### config.mk
export PLATFORM = sky130hd
export DESIGN_NAME = bpd_upd_sched
export DESIGN_NICKNAME = d
export VERILOG_FILES = /design/src/rtl/bpd_pkg.sv /design/src/rtl/bpd_updq.sv /design/src/rtl/bpd_upd_sched.sv
export SDC_FILE = /design/constraint.sdc
export NUM_CORES = 1
export LEC_CHECK = 0
export CAP_MARGIN = 30
export CELL_PAD_IN_SITES_DETAIL_PLACEMENT = 1
export CELL_PAD_IN_SITES_GLOBAL_PLACEMENT = 1
export CORE_MARGIN = 4
export CORE_UTILIZATION = 43
export CTS_CLUSTER_DIAMETER = 200
export CTS_CLUSTER_SIZE = 40
export DETAILED_ROUTE_END_ITERATION = 16
export HOLD_SLACK_MARGIN = 0.02
export PLACE_DENSITY = 0.88
export SETUP_SLACK_MARGIN = 0.15
export SLEW_MARGIN = 40
export SYNTH_ARGS = -nofsm -noshare
export SYNTH_HDL_FRONTEND = slang
export SYNTH_HIERARCHICAL = 1
export SYNTH_SLANG_ARGS = --single-unit
### constraint.sdc
create_clock -name clock -period 7.3 [get_ports clock]
set_input_delay 1.825 -clock clock [delete_from_list [all_inputs] [get_ports clock]]
set_output_delay 1.825 -clock clock [all_outputs]
set_load 0.005 [all_outputs]
### src/rtl/bpd_pkg.sv
// rtl/bpd_pkg.sv - shared widths, state encoding and update record for the predictor update scheduler
package bpd_pkg;

  // Table index widths: global history / global PHT, local history / BHT
  localparam int BPD_GHR_W = 12;
  localparam int BPD_LHR_W = 10;

  // PC slice kept per update: PC[13:2] feeds the global hash, PC[11:2] the BHT
  localparam int PC_IDX_LO  = 2;
  localparam int PC_IDX_HI  = 13;
  localparam int PC_IDX_W   = PC_IDX_HI - PC_IDX_LO + 1;
  localparam int PC_BIDX_W  = 10;

  typedef enum logic {
    S_INIT = 1'b0,
    S_RUN  = 1'b1
  } sched_state_t;

  typedef struct packed {
    logic [PC_IDX_W-1:0]  pc_idx;
    logic [BPD_GHR_W-1:0] bhr;
    logic [BPD_LHR_W-1:0] bht;
    logic                 brdir;
    logic                 chwe;
    logic                 chbrdir;
  } upd_rec_t;

endpackage

### src/rtl/bpd_updq.sv
// rtl/bpd_updq.sv - small synchronous FIFO holding pending predictor updates
module bpd_updq #(
  parameter int DEPTH = 4,
  parameter int W     = 8,
  localparam int AW   = $clog2(DEPTH)
) (
  input  logic          clock,
  input  logic          reset,
  input  logic          flush,
  input  logic          push,
  input  logic [W-1:0]  push_data,
  input  logic          pop,
  output logic [W-1:0]  pop_data,
  output logic          full,
  output logic          empty,
  output logic [AW:0]   count
);

  logic [W-1:0]  mem [DEPTH];
  logic [AW-1:0] wr_ptr;
  logic [AW-1:0] rd_ptr;
  logic [AW:0]   cnt;
  logic          do_push;
  logic          do_pop;

  assign full     = (cnt == (AW+1)'(DEPTH));
  assign empty    = (cnt == '0);
  assign count    = cnt;
  assign pop_data = mem[rd_ptr];

  // A push into a full queue is legal only when the head leaves in the same cycle
  assign do_push = push & (!full | pop);
  assign do_pop  = pop & !empty;

  // Storage array; contents are only meaningful between the pointers
  always_ff @(posedge clock) begin
    if (do_push && !flush) begin
      mem[wr_ptr] <= push_data;
    end
  end

  // Pointers and occupancy; flush discards everything pending
  always_ff @(posedge clock) begin
    if (reset || flush) begin
      wr_ptr <= '0;
      rd_ptr <= '0;
      cnt    <= '0;
    end else begin
      if (do_push) wr_ptr <= wr_ptr + 1'b1;
      if (do_pop)  rd_ptr <= rd_ptr + 1'b1;
      case ({do_push, do_pop})
        2'b10:   cnt <= cnt + 1'b1;
        2'b01:   cnt <= cnt - 1'b1;
        default: cnt <= cnt;
      endcase
    end
  end

endmodule

### src/rtl/bpd_upd_sched.sv
// rtl/bpd_upd_sched.sv - init sweep and fetch-aware write scheduling for the tournament predictor tables
module bpd_upd_sched
  import bpd_pkg::*;
#(
  parameter int QDEPTH       = 4,
  parameter int STARVE_MAX   = 8,
  parameter int INIT_ENTRIES = 4096,
  parameter int GHR_W        = BPD_GHR_W,
  parameter int LHR_W        = BPD_LHR_W,
  localparam int QCW         = $clog2(QDEPTH) + 1
) (
  input  logic             clock,
  input  logic             reset,
  input  logic             init_req_i,
  input  logic             upd_vld_i,
  output logic             upd_rdy_o,
  input  logic [63:0]      upd_pc_i,
  input  logic [GHR_W-1:0] upd_bhr_i,
  input  logic [LHR_W-1:0] upd_bht_i,
  input  logic             upd_brdir_i,
  input  logic             upd_chwe_i,
  input  logic             upd_chbrdir_i,
  input  logic             fetch_rd_req_i,
  output logic             stall_fetch_o,
  output logic             tbl_we_o,
  output logic             tbl_init_o,
  output logic [GHR_W-1:0] tbl_gidx_o,
  output logic [LHR_W-1:0] tbl_bidx_o,
  output logic [LHR_W-1:0] tbl_lidx_o,
  output logic             tbl_brdir_o,
  output logic             tbl_chwe_o,
  output logic             tbl_chdir_o,
  output logic             busy_o,
  output logic [QCW-1:0]   q_cnt_o
);

  // Sweep counter must be wide enough to drive the widest table index
  localparam int ICW = ($clog2(INIT_ENTRIES) > GHR_W) ? $clog2(INIT_ENTRIES) : GHR_W;
  localparam int SCW = $clog2(STARVE_MAX + 1);
  localparam logic [ICW-1:0] INIT_LAST = ICW'(INIT_ENTRIES - 1);
  localparam logic [SCW-1:0] STARVE_LIM = SCW'(STARVE_MAX);

  sched_state_t   state, state_d;
  logic [ICW-1:0] init_cnt, init_cnt_d;
  logic [SCW-1:0] starve_cnt, starve_cnt_d;

  upd_rec_t       in_rec;
  upd_rec_t       head;
  logic           q_push;
  logic           q_pop;
  logic           q_full;
  logic           q_empty;
  logic           force_issue;
  logic           issue;
  logic           pc_unused;

  // Only PC[13:2] is ever used for indexing
  assign pc_unused = ^{upd_pc_i[63:PC_IDX_HI+1], upd_pc_i[PC_IDX_LO-1:0]};

  assign in_rec.pc_idx  = upd_pc_i[PC_IDX_HI:PC_IDX_LO];
  assign in_rec.bhr     = BPD_GHR_W'(upd_bhr_i);
  assign in_rec.bht     = BPD_LHR_W'(upd_bht_i);
  assign in_rec.brdir   = upd_brdir_i;
  assign in_rec.chwe    = upd_chwe_i;
  assign in_rec.chbrdir = upd_chbrdir_i;

  assign q_push = upd_vld_i & upd_rdy_o;

  bpd_updq #(
    .DEPTH (QDEPTH),
    .W     ($bits(upd_rec_t))
  ) u_updq (
    .clock     (clock),
    .reset     (reset),
    .flush     (init_req_i),
    .push      (q_push),
    .push_data (in_rec),
    .pop       (q_pop),
    .pop_data  (head),
    .full      (q_full),
    .empty     (q_empty),
    .count     (q_cnt_o)
  );

  assign force_issue = (starve_cnt == STARVE_LIM);
  assign busy_o      = (state == S_INIT) | !q_empty;

  // State, sweep position and starvation counter
  always_ff @(posedge clock) begin
    if (reset) begin
      state      <= S_INIT;
      init_cnt   <= '0;
      starve_cnt <= '0;
    end else begin
      state      <= state_d;
      init_cnt   <= init_cnt_d;
      starve_cnt <= starve_cnt_d;
    end
  end

  // Next state plus table write strobes; every strobe is held low while reset is asserted
  always_comb begin
    state_d       = state;
    init_cnt_d    = init_cnt;
    starve_cnt_d  = starve_cnt;
    issue         = 1'b0;
    q_pop         = 1'b0;
    upd_rdy_o     = 1'b0;
    stall_fetch_o = 1'b0;
    tbl_we_o      = 1'b0;
    tbl_init_o    = 1'b0;
    tbl_chwe_o    = 1'b0;
    tbl_gidx_o    = GHR_W'(head.pc_idx) ^ GHR_W'(head.bhr);
    tbl_bidx_o    = LHR_W'(head.pc_idx[PC_BIDX_W-1:0]);
    tbl_lidx_o    = LHR_W'(head.bht);
    tbl_brdir_o   = head.brdir;
    tbl_chdir_o   = head.brdir ^ head.chbrdir;

    if (!reset) begin
      case (state)
        S_INIT: begin
          tbl_we_o      = 1'b1;
          tbl_init_o    = 1'b1;
          tbl_chwe_o    = 1'b1;
          stall_fetch_o = 1'b1;
          tbl_gidx_o    = init_cnt[GHR_W-1:0];
          tbl_bidx_o    = init_cnt[LHR_W-1:0];
          tbl_lidx_o    = init_cnt[LHR_W-1:0];
          tbl_brdir_o   = 1'b0;
          tbl_chdir_o   = 1'b0;
          starve_cnt_d  = '0;
          init_cnt_d    = init_cnt + 1'b1;
          if (init_cnt == INIT_LAST) begin
            state_d    = S_RUN;
            init_cnt_d = '0;
          end
        end
        S_RUN: begin
          upd_rdy_o = !q_full;
          if (q_empty) begin
            starve_cnt_d = '0;
          end else begin
            stall_fetch_o = force_issue;
            issue         = !fetch_rd_req_i | force_issue;
            if (issue) begin
              q_pop        = 1'b1;
              tbl_we_o     = 1'b1;
              tbl_chwe_o   = head.chwe;
              starve_cnt_d = '0;
            end else if (starve_cnt != STARVE_LIM) begin
              starve_cnt_d = starve_cnt + 1'b1;
            end
          end
        end
        default: state_d = S_INIT;
      endcase

      if (init_req_i) begin
        state_d      = S_INIT;
        init_cnt_d   = '0;
        starve_cnt_d = '0;
      end
    end
  end

endmodule

==> results.cfg, run 1 <==
[outcome]
status = finished clean

[critical_path]
cp_cell_sequence = clkdlybuf4s50_1 -> buf_4 -> or2_0 -> clkinv_1 -> buf_4 -> o21ai_0 -> clkdlybuf4s50_1
cp-start-kind = input port
worst_setup_path_end_kind = output pin
cp.required_ns = 5.48
crit_arrival_ns = 4.40
path_max_fanout = 15
critical-path-top-delay-family = buffers and inverters
cp_num_buf_inv = 5
max_stage_delay_ns = 0.59
critPathKind = in2out
critPathSlowestCell = clkdlybuf4s50_1

[final_layout]
nets = 630
drive_above_1_share = 0.167
final_common_cell = edfxtp_1
area_growth_syn_to_layout_pct = 23.2
n_fill_cell = 1495
post-route-cell-area_mm2 = 0.00878
diodes = 0
final_cell_mix = 148 x edfxtp_1, 84 x clkdlybuf4s50_1, 63 x nand2_1

[pwr]
switching_power_uw = 392
p_clk_frac = 0.420
power_frac_seq = 0.546
leakagePower_uw = 0.00284
intPower_uw = 1580
p_per_area_mw_per_mm2 = 225
ir_drop_mv = 0.144
switching_share = 0.199
combPwrFrac = 0.033

[yosys]
synth_area_per_cell_um2 = 16.6
synthFlopType = edfxtp_1
synth_area_leader_cell = edfxtp_1
yosysUniqueCellTypes = 48
synth-seq-cells = 174
synth_area_mm2 = 0.00713
netlist_instances = 429
synth-warning-count = 6
async_flop_share = 0
synth_nets = 532
seq_area_frac_synth = 0.697
yosysTopAreaCellShare = 0.624
synth_area_leaders = edfxtp_1 62%, mux4_2 12%, dfxtp_1 7.3%
synth-edff-count = 148

[detailed_routing]
viasPerCell = 5.36
topRoutingLayerUsed = met4
wl_per_cell_um = 22.2
dr.pass1.iters = 4
drt-initial-drc-count = 272
wl_met2_um = 8880
wirelength_um = 16800
wirelength_met1_um = 6580
dr_wl_met3_um = 906
drc = 0
vias = 4049
drtAntennaViolNets = 0

[floorplan]
die_h_um = 137
dieWidth_um = 137
coreArea_mm2 = 0.0161
io_pins = 137
die_area_mm2 = 0.0187
start_util = 0.444
placementRows = 46

[place]
gp_congestion = 0.773
dpl.hpwl_um = 11100
placed_area_mm2 = 0.00824
place.port_buffers = 84

[cts]
h-tree-depth = 4
clock_latency_ns = 0.43
post_cts_buffers = 0
cts_tree = yes
cts_made_buffers = 17
cts.hold.buffers_added = 0
clockBufferDepth = 2
cts-root-buf = clkbuf_16
clkTransAtPathRegs_ns = 0.07
cts_resized = 0
cts.sinks = 174

[worst_hold_path]
holdCritPathClass = reg2reg

[timing]
setup_viol = 0
max_clock_freq_mhz = 161
tightest_slew_ns = 0.722
min_period_over_period = 0.853
rsz0062_at_grt = no
clock_skew_ns = 0.00787
relSlewSlack = 0.517
maxSlewViolCount = 0
tns_ns = 0
post-route-min-period_ns = 6.22
hold_viol_final = 0

[global_route]
grt_antenna_before_repair = 0
grt_max_degree = 38
grt_pass1_vias = 4625
grt_pass1_wl_um = 26800
overflow = 0
grtUsageTotal = 0.194

[flow_run]
max-cap-violations = 0
registers in the layout, indices dropped and copies added (netlist names), named ones only:
name / cells
u_updq/mem: 148
init_cnt: 12
starve_cnt: 4
u_updq/count: 3
u_updq/rd_ptr: 2
u_updq/wr_ptr: 2
state: 1
worst register-to-register path, delay by kind of cell (launching register included):
| kind | cells | cell delay [ns] |
|---|---|---|
| flip-flops | 1 | 0.39 |
| XOR/XNOR | 1 | 0.17 |
| AO/OA/AOI/OAI | 3 | 0.91 |
| AND/OR/NAND/NOR | 3 | 0.89 |
| adder cells (fa/ha/maj) | 2 | 0.67 |
| buffers and inverters | 1 | 0.06 |
power by group through the flow:
stage | Combinational, uW | Sequential (uW) | Clock, uW
5_1_grt | 71.1 | 1080 | 892
4_1_cts | 66.7 | 1080 | 843
3_5_place_dp | 66.1 | 1100 | 0
3_3_place_gp | 62.5 | 1100 | 0
6_report | 65.7 | 1080 | 829
2_1_floorplan | 12.9 | 1100 | 0
stage by stage:
stage | hold slack [ns] | std cells | total power (uW) | setup slack (ns) | utilization
2_1_floorplan | 0.430 | 429 | 1110 | 1.61 | -
3_3_place_gp | 0.441 | 724 | 1160 | 1.20 | 0.513
3_5_place_dp | 0.479 | 724 | 1160 | 1.13 | 0.513
4_1_cts | 0.492 | 756 | 1990 | 1.07 | 0.547
5_1_grt | 0.529 | 756 | 2040 | 0.916 | 0.547
6_report | 0.488 | 756 | 1970 | 1.08 | 0.547
synthesized netlist by cell type, types with 2 or more instances:
master,count
buf_2,4
dfxtp_1,26
inv_1,11
ha_1,8
or4_1,4
o41ai_4,2
edfxtp_1,148
nand2_1,63
o31ai_1,4
nand3b_1,2
and2_1,2
mux4_2,37
buf_6,3
nor2_1,17
clkbuf_1,4
xor2_1,6
or3_1,5
nor3b_1,4
mux2i_1,2
o21ai_0,19
a21oi_1,13
nand3_1,4
xnor2_1,15
clkbuf_2,2
worst paths after layout:
check / from / to / slack, ns / depth (start not counted)
setup / recovery: reset / tbl_gidx_o[10] / 1.08 / 7
hold / removal: u_updq/rd_ptr[1] / flop / 0.49 / 2
setup reg to reg: u_updq/count[1] / u_updq/count[2] / 4.14 / 10
hold reg to reg: u_updq/rd_ptr[1] / flop / 0.49 / 2
final cells by class:
cell class              instances  area, um^2  area share
clock inverters                10        92.6      0.0105
well taps                     216         270      0.0308
multi-input cells             229        2050       0.234
inverters                      12        45.0     0.00513
clock buffers                  22         444      0.0506
repair buffers                 93         908       0.103
flip-flops and latches        174        4970       0.566
cells by family after synthesis:
group | Yosys count | synth area share
flip-flops | 174 | 0.697
AND/OR/NAND/NOR | 117 | 0.0823
multiplexers | 39 | 0.120
AO/OA/AOI/OAI | 43 | 0.0402
adder cells (fa/ha/maj) | 9 | 0.0169
buffers and inverters | 26 | 0.0184
XOR/XNOR | 21 | 0.0258
metal layers:
layer  track usage  vias up
li1              -     1844
met1         0.233     2062
met2         0.338      113
met3        0.0441       30
met4        0.0789        0
met5             0        -
Power figures use the tool's default switching activity.
==> run 2, diff against run 1 <==
--- a/config.mk
+++ b/config.mk
@@ -14,7 +14,7 @@
 export CTS_CLUSTER_SIZE = 40
 export DETAILED_ROUTE_END_ITERATION = 16
 export HOLD_SLACK_MARGIN = 0.02
-export PLACE_DENSITY = 0.88
+export PLACE_DENSITY = 0.83
 export SETUP_SLACK_MARGIN = 0.15
 export SLEW_MARGIN = 40
 export SYNTH_ARGS = -nofsm -noshare
==> run 2 against run 1 <==
Setup slack got worse by 0.0020 ns; count of clock-buffer cells in the layout decreased by 1; combinational power shrank 1%; sequential cell count unchanged; critical path depth unchanged; sequential share of layout area down 0.49 points; worst hold slack about the same; utilization rose by 0.51 points; clock power grew 17%; via count grew 0.99%; first-iteration DRC count down 11%; register-to-register slack lost 0.06 ns; critical path type unchanged; largest power group unchanged; highest routed layer unchanged.
==> results.cfg, run 2 (synthesized netlist as in run 1, its figures left out) <==
[outcome]
status = finished clean

[critical_path]
cp-start-kind = input port
critPathKind = in2out
cp.required_ns = 5.48
critPathSlowestCell = clkdlybuf4s50_1
max_stage_delay_ns = 0.71
crit_arrival_ns = 4.40
worst_setup_path_end_kind = output pin
critical-path-top-delay-family = buffers and inverters
cpMostUsedCell = clkdlybuf4s50_1
cp_num_buf_inv = 4
path_max_fanout = 14
cp_cell_sequence = clkdlybuf4s50_1 -> or2_0 -> clkinv_1 -> buf_4 -> nand2_1 -> o21ai_0 -> clkdlybuf4s50_1

[global_route]
overflow = 0
grt_pass1_wl_um = 26600
grt_max_degree = 38
grtUsageTotal = 0.194
grt_antenna_before_repair = 0
grt_pass1_vias = 4648

[detailed_routing]
vias = 4089
dr.pass1.iters = 4
drtAntennaViolNets = 0
wirelength_um = 16800
drt-initial-drc-count = 242
drc = 0
viasPerCell = 5.42
wl_per_cell_um = 22.3

[pwr]
leakagePower_uw = 0.00288
p_per_area_mw_per_mm2 = 238
ir_drop_mv = 0.151

[floorplan]
io_pins = 137
die_area_mm2 = 0.0187
start_util = 0.444
placementRows = 46
dieWidth_um = 137
coreArea_mm2 = 0.0161
die_h_um = 137

[cts]
h-tree-depth = 4
clockBufferDepth = 2
cts_tree = yes
cts-root-buf = clkbuf_16
cts.sinks = 174
cts_resized = 0
cts_made_buffers = 17
clkTransAtPathRegs_ns = 0.06
post_cts_buffers = 0
clock_latency_ns = 0.43
cts.hold.buffers_added = 0

[final_layout]
final_common_cell = edfxtp_1
area_growth_syn_to_layout_pct = 24.4
instances_no_fill = 754
drive_above_1_share = 0.164
largest_reg_flops = 148
final_cell_mix = 148 x edfxtp_1, 84 x clkdlybuf4s50_1, 63 x nand2_1
largest_register = u_updq/mem
reg_top3 = u_updq/mem x148, init_cnt x12, starve_cnt x4
n_fill_cell = 1477
diodes = 0
nets = 628

[timing]
clock_skew_ns = 0.00595
relSlewSlack = 0.545
tns_ns = 0
post-route-min-period_ns = 6.23
setup_viol = 0
rsz0062_at_grt = no
min_period_over_period = 0.853
max_clock_freq_mhz = 161
hold_viol_final = 0
maxSlewViolCount = 0
tightest_slew_ns = 0.680

[place]
place.port_buffers = 84
placed_cells = 722
gp_congestion = 0.771
dpl.hpwl_um = 10400

[flow_run]
max-cap-violations = 0

[worst_hold_path]
holdCritPathClass = reg2reg
-- run 2: cell type report --
| class | instances | area (um^2) | share of cell area |
|---|---|---|---|
| flip-flops and latches | 174 | 4970 | 0.561 |
| multi-input cells | 229 | 2050 | 0.231 |
| repair buffers | 91 | 893 | 0.101 |
| clock buffers | 21 | 440 | 0.0497 |
| well taps | 216 | 270 | 0.0305 |
| clock inverters | 11 | 190 | 0.0215 |
| inverters | 12 | 45.0 | 0.00508 |
-- run 2: per-stage QoR --
step | total power (uW) | util | cell area [um^2] | setup slack [ns] | hold slack, ns
2_1_floorplan | 1110 | - | 7130 | 1.61 | 0.430
3_3_place_gp | 1160 | 0.512 | 8230 | 1.16 | 0.442
3_5_place_dp | 1160 | 0.513 | 8230 | 1.12 | 0.479
4_1_cts | 2130 | 0.552 | 8860 | 1.10 | 0.495
5_1_grt | 2170 | 0.552 | 8860 | 0.989 | 0.524
6_report | 2110 | 0.552 | 8860 | 1.07 | 0.488
-- run 2: worst paths after layout --
kind | cells past startpoint | endpoint | from | slack, ns
worst min register to register | 1 | starve_cnt[0] | starve_cnt[0] | 0.49
worst min-delay path | 1 | starve_cnt[0] | starve_cnt[0] | 0.49
worst max register to register | 10 | u_updq/count[2] | u_updq/count[1] | 4.08
worst max-delay path | 7 | tbl_gidx_o[9] | reset | 1.07
-- run 2: report_power, final --
group / internal [uW] / switching [uW] / total [uW]
Sequential: 1080 / 0.724 / 1080
Clock: 606 / 360 / 967
Combinational: 35.7 / 29.4 / 65.0
-- run 2: per-layer routing --
| metal | vias to the layer above | GRT usage | part of all wire |
|---|---|---|---|
| li1 | 1841 | - | - |
| met1 | 2135 | 0.238 | 0.41 |
| met2 | 94 | 0.334 | 0.54 |
| met3 | 19 | 0.0460 | 0.039 |
| met4 | 0 | 0.0711 | 0.016 |
| met5 | - | 0 | 0 |
==> RTL change 1 (flow settings as in run 2) <==
Make the reset (`reset`) asynchronous in one clocked block.
--- a/src/rtl/bpd_upd_sched.sv
+++ b/src/rtl/bpd_upd_sched.sv
@@ -87,5 +87,5 @@
 
   // State, sweep position and starvation counter
-  always_ff @(posedge clock) begin
+  always_ff @(posedge clock or posedge reset) begin
     if (reset) begin
       state      <= S_INIT;
Function: same outputs for any inputs over 10 cycles, from zero or initial values and one cycle with reset high; that may be too few to reach the edited logic, so the function may still have changed.
==> RTL change 1 against run 2 <==
- final cell count increased by 2.7%
- synthesized area grew 2.3%
- clock skew up 0.00054 ns
- sequential cell count is the same
- final area increased by 2.2%
- total power increased by 3.6%
- worst setup slack gained 0.050 ns
- wire length increased by 5.1%
- critical path type unchanged
- highest routed layer unchanged
==> RTL change 1: results (changes against run 2) <==
metric	value	unit	change
cts_setup_buffers	0		unchanged
cp_slowest_stage_delay	0.70	ns	
fill_cells	1549		was 1477
status	finished clean		unchanged
port_buffers	84		unchanged
synth-edff-count	148		unchanged
antenna_found_initial	0		unchanged
startpoint	reset		unchanged
fin_ws	1.12	ns	was 1.07 ns
fin_skew	0.00649	ns	was 0.00595 ns
grt.total_usage	19.1	%	was 19.4%
antenna_cells	0		unchanged
area_growth	24.2	%	was 24.4%
min_from	u_updq/rd_ptr[1]$_SDFFE_PP0P_		was starve_cnt[0]$_SDFFE_PP0P_
vias	4200		was 4089
grt_pass1_wl	27.8	mm	was 26.6 mm
synth_fp_nets	550		was 532
synth_warnings	6		unchanged
layout-drive-gt1-share	17.0	%	was 16.4%
final_nets	645		was 628
top_regs	u_updq/mem x148, init_cnt x12, starve_cnt x4		unchanged
firstDrtPassIters	4		unchanged
dp_hpwl	11.8	mm	was 10.4 mm
synth.area.top_cells	edfxtp_1 (61%), mux4_2 (11%), dfrtp_1 (5.8%), nand2_1 (3.5%), dfxtp_1 (2.5%)		was edfxtp_1 (62%), mux4_2 (12%), dfxtp_1 (7.3%), nand2_1 (3.3%), xnor2_1 (1.8%)
grt_pass1_vias	4930		was 4648
synth.distinct_cells	52		was 48
worst_pin_slew	0.726	ns	was 0.680 ns
synth_compound_area_share	3.64	%	was 4.02%
gp_congestion	0.855		was 0.771
drt_iter0_drc	261		was 242
cts_resized	0		unchanged
numCtsBuffers	17		unchanged
worstHoldPathType	flop to flop		unchanged
synthTopCellsByCount	edfxtp_1 (148), nand2_1 (68), mux4_2 (37)		was edfxtp_1 (148), nand2_1 (63), mux4_2 (37)
clockBufferDepth	2		unchanged
synth-async-reset-ratio	9.77	%	was 0%
synth.avg_cell_area	16.3	um2	was 16.6 um2
rrSetupSlack	4.05	ns	was 4.08 ns
ys_seq_area_share	69.3	%	was 69.7%
synth_mux_area_share	11.8	%	was 12.0%
leakage	3.01	nW	was 2.88 nW
cts_root_buffer	clkbuf_16		unchanged
grt_max_degree	38		unchanged
place_ws	1.18	ns	was 1.12 ns
irDropWorstVdd	154	uV	was 151 uV
dp.cells	743		was 722
viasPerCell	5.43		was 5.42
synth_xor_area_share	2.76	%	was 2.58%
hold_slack	0.506	ns	was 0.488 ns
rr_startpoint	u_updq/count[0]$_SDFFE_PP0P_		was u_updq/count[1]$_SDFFE_PP0P_
routedWlPerCell	22.8	um	was 22.3 um
worst-path-max-fanout	24		was 14
placed_area	0.00839	mm2	was 0.00823 mm2
synthAdderAreaFrac	1.65	%	was 1.69%
[RTL change 1: final timing paths]
path,endpoint,cells after the start
worst max-delay path,tbl_gidx_o[4],6
worst min-delay path,flop,2
worst max register to register,u_updq/count[2]$_SDFFE_PP0P_,10
worst min register to register,flop,2
max in group asynchronous,init_cnt[11]$_DFFE_PP0P_,2
min in group asynchronous,starve_cnt[1]$_DFFE_PP0P_,2
[RTL change 1: power by group]
part | total [mW] | internal [mW] | leakage, nW | switching [mW]
registers | 1.08 | 1.08 | 1.64 | 0.00418
clock network | 1.02 | 0.641 | 0.321 | 0.376
logic | 0.0836 | 0.0432 | 1.05 | 0.0404
total | 2.18 | 1.76 | 3.01 | 0.420
[RTL change 1: area by class of cell]
cell class | instances | area share (%)
Clock buffer | 17 | 4.70
Clock inverter | 14 | 2.65
Inverter | 14 | 0.580
Multi-Input combinational cell | 243 | 23.3
Sequential cell | 174 | 55.8
Tap cell | 220 | 3.04
Timing Repair Buffer | 92 | 9.95
[RTL change 1: kinds of logic after synthesis]
group           after synthesis
fa+ha+maj                     9
buf+inv                      30
compound gates               39
flops                       174
simple gates                132
xor+xnor                     23
mux                          40
[RTL change 1: per-layer routing]
| metal | vias up | wire [um] | track usage (%) |
|---|---|---|---|
| met2 | 116 | 9230 | 33.1 |
| met4 | 0 | 424 | 8.01 |
| met1 | 2160 | 7050 | 22.7 |
| li1 | 1892 | - | - |
| met3 | 32 | 965 | 5.25 |
| met5 | - | 0 | 0 |
[RTL change 1: critical path: cells and delay by family]
kind                   cells  cell delay [ns]
buffers and inverters      3             1.65
AND/OR/NAND/NOR            2             0.66
AO/OA/AOI/OAI              1             0.20
==> RTL change 2 (config.mk and constraints of run 2) <==
Without the edit above. The parameter `QDEPTH` goes from 4 to 8.
--- a/src/rtl/bpd_upd_sched.sv
+++ b/src/rtl/bpd_upd_sched.sv
@@ -3,5 +3,5 @@
   import bpd_pkg::*;
 #(
-  parameter int QDEPTH       = 4,
+  parameter int QDEPTH       = 8,
   parameter int STARVE_MAX   = 8,
   parameter int INIT_ENTRIES = 4096,
Ports: changed (resized q_cnt_o); port bits go from 137 to 138. No check against the original RTL was run, so the function may have changed too.
==> RTL change 2 against run 2 <==
- synthesized area rose by 83%
- combinational power increased by 19%
- worst hold slack got worse by 0.0040 ns
- first-iteration DRC count is 110% higher
- sequential cell count up 152
- wire length is 79% higher
- die area grew 78%
- worst setup slack improved by 0.063 ns
- total power grew 41%
- non-clock buffer count rose by 12
- final area grew 67%
==> RTL change 2: results (changes against run 2) <==
metric	value	unit	change
wl_met2	15.8	mm	was 9.08 mm
synthTopCellsByCount	edfxtp_1 (296), mux4_2 (74), nand2_1 (62)		was edfxtp_1 (148), nand2_1 (63), mux4_2 (37)
maxSlewHeadroom	43.4	%	was 54.5%
synth_fp_nets	790		was 532
irDropWorstVdd	142	uV	was 151 uV
ys_seq_area_share	72.6	%	was 69.7%
drt_iter0_drc	519		was 242
cp_slowest_stage_delay	0.57	ns	was 0.71 ns
grt_use_met2	32.3	%	was 33.4%
gp_congestion	0.743		was 0.771
path_clk_slew	0.14	ns	was 0.06 ns
vias	6645		was 4089
dr_wl_met3	1.42	mm	was 650 um
port_buffers	85		was 84
arrival	4.34	ns	was 4.40 ns
grt_pass1_wl	45.7	mm	was 26.6 mm
htreeDepth	1		was 4
grt_max_degree	53		was 38
grt_pass1_vias	7289		was 4648
synth.distinct_cells	51		was 48
status	finished clean		unchanged
top_regs	u_updq/mem x296, init_cnt x12		was u_updq/mem x148, init_cnt x12, starve_cnt x4
antenna_found_initial	5		was 0
synth-edff-count	296		was 148
fin_skew	0.0593	ns	was 0.00595 ns
numCtsBuffers	12		was 17
dp_hpwl	18.8	mm	was 10.4 mm
routedWlPerCell	25.7	um	was 22.3 um
layout-drive-gt1-share	21.0	%	was 16.4%
grt.total_usage	18.1	%	was 19.4%
worst-path-max-fanout	20		was 14
top_layer	met5		was met4
globalRouteMet3Util	2.89	%	was 4.60%
leakage	4.52	nW	was 2.88 nW
grt_use_met1	23.0	%	was 23.8%
final_nets	879		was 628
[RTL change 2: cell types whose count changed after synthesis, moves of 14 or more]
cell and delta:
mux4_2 +37, edfxtp_1 +148, mux2_2 +37, nor2_1 +14
[RTL change 2: cell families after synthesis]
logic type      Yosys count  share of synthesized area [%]
xor+xnor                 25                           1.68
simple gates            131                           4.85
flops                   326                           72.6
fa+ha+maj                 9                          0.919
mux                     112                           16.0
buf+inv                  38                           1.58
compound gates           46                           2.35
[RTL change 2: stage by stage]
step	power [mW]	std cells	hold slack (ns)	worst slack, ns	area [um2]
floorplan	2.09	687	0.430	0.455	13100
global placement	2.15	1151	0.449	1.19	14400
detailed placement	2.15	1151	0.464	1.12	14400
CTS	3.00	1171	0.497	1.08	14800
global route	3.09	1174	0.527	1.05	14800
finish	2.98	1175	0.484	1.14	14800
[RTL change 2: final cells by class]
cell class	instances	area [um2]
Clock buffer	19	348
Clock inverter	1	30.0
Multi-Input combinational cell	323	3420
Antenna cell	3	7.51
Inverter	10	37.5
Timing Repair Buffer	103	996
Sequential cell	326	9500
Fill cell	2762	15000
Tap cell	390	488
[RTL change 2: final timing paths]
kind                                                 start                           to  slack, ns  cells after the start
worst max register to register  starve_cnt[0]$_SDFFE_PP0P_  u_updq/mem[6][24]$_DFFE_PP_       4.11                      9
worst max-delay path                                 reset                tbl_gidx_o[9]       1.14                      6
worst min-delay path            starve_cnt[0]$_SDFFE_PP0P_   starve_cnt[0]$_SDFFE_PP0P_       0.48                      1
worst min register to register  starve_cnt[0]$_SDFFE_PP0P_   starve_cnt[0]$_SDFFE_PP0P_       0.48                      1
[RTL change 2: report_power, final]
part	switching [mW]	internal, mW	total, mW
registers	0.000829	2.03	2.03
clock network	0.529	0.344	0.873
logic	0.0415	0.0362	0.0776
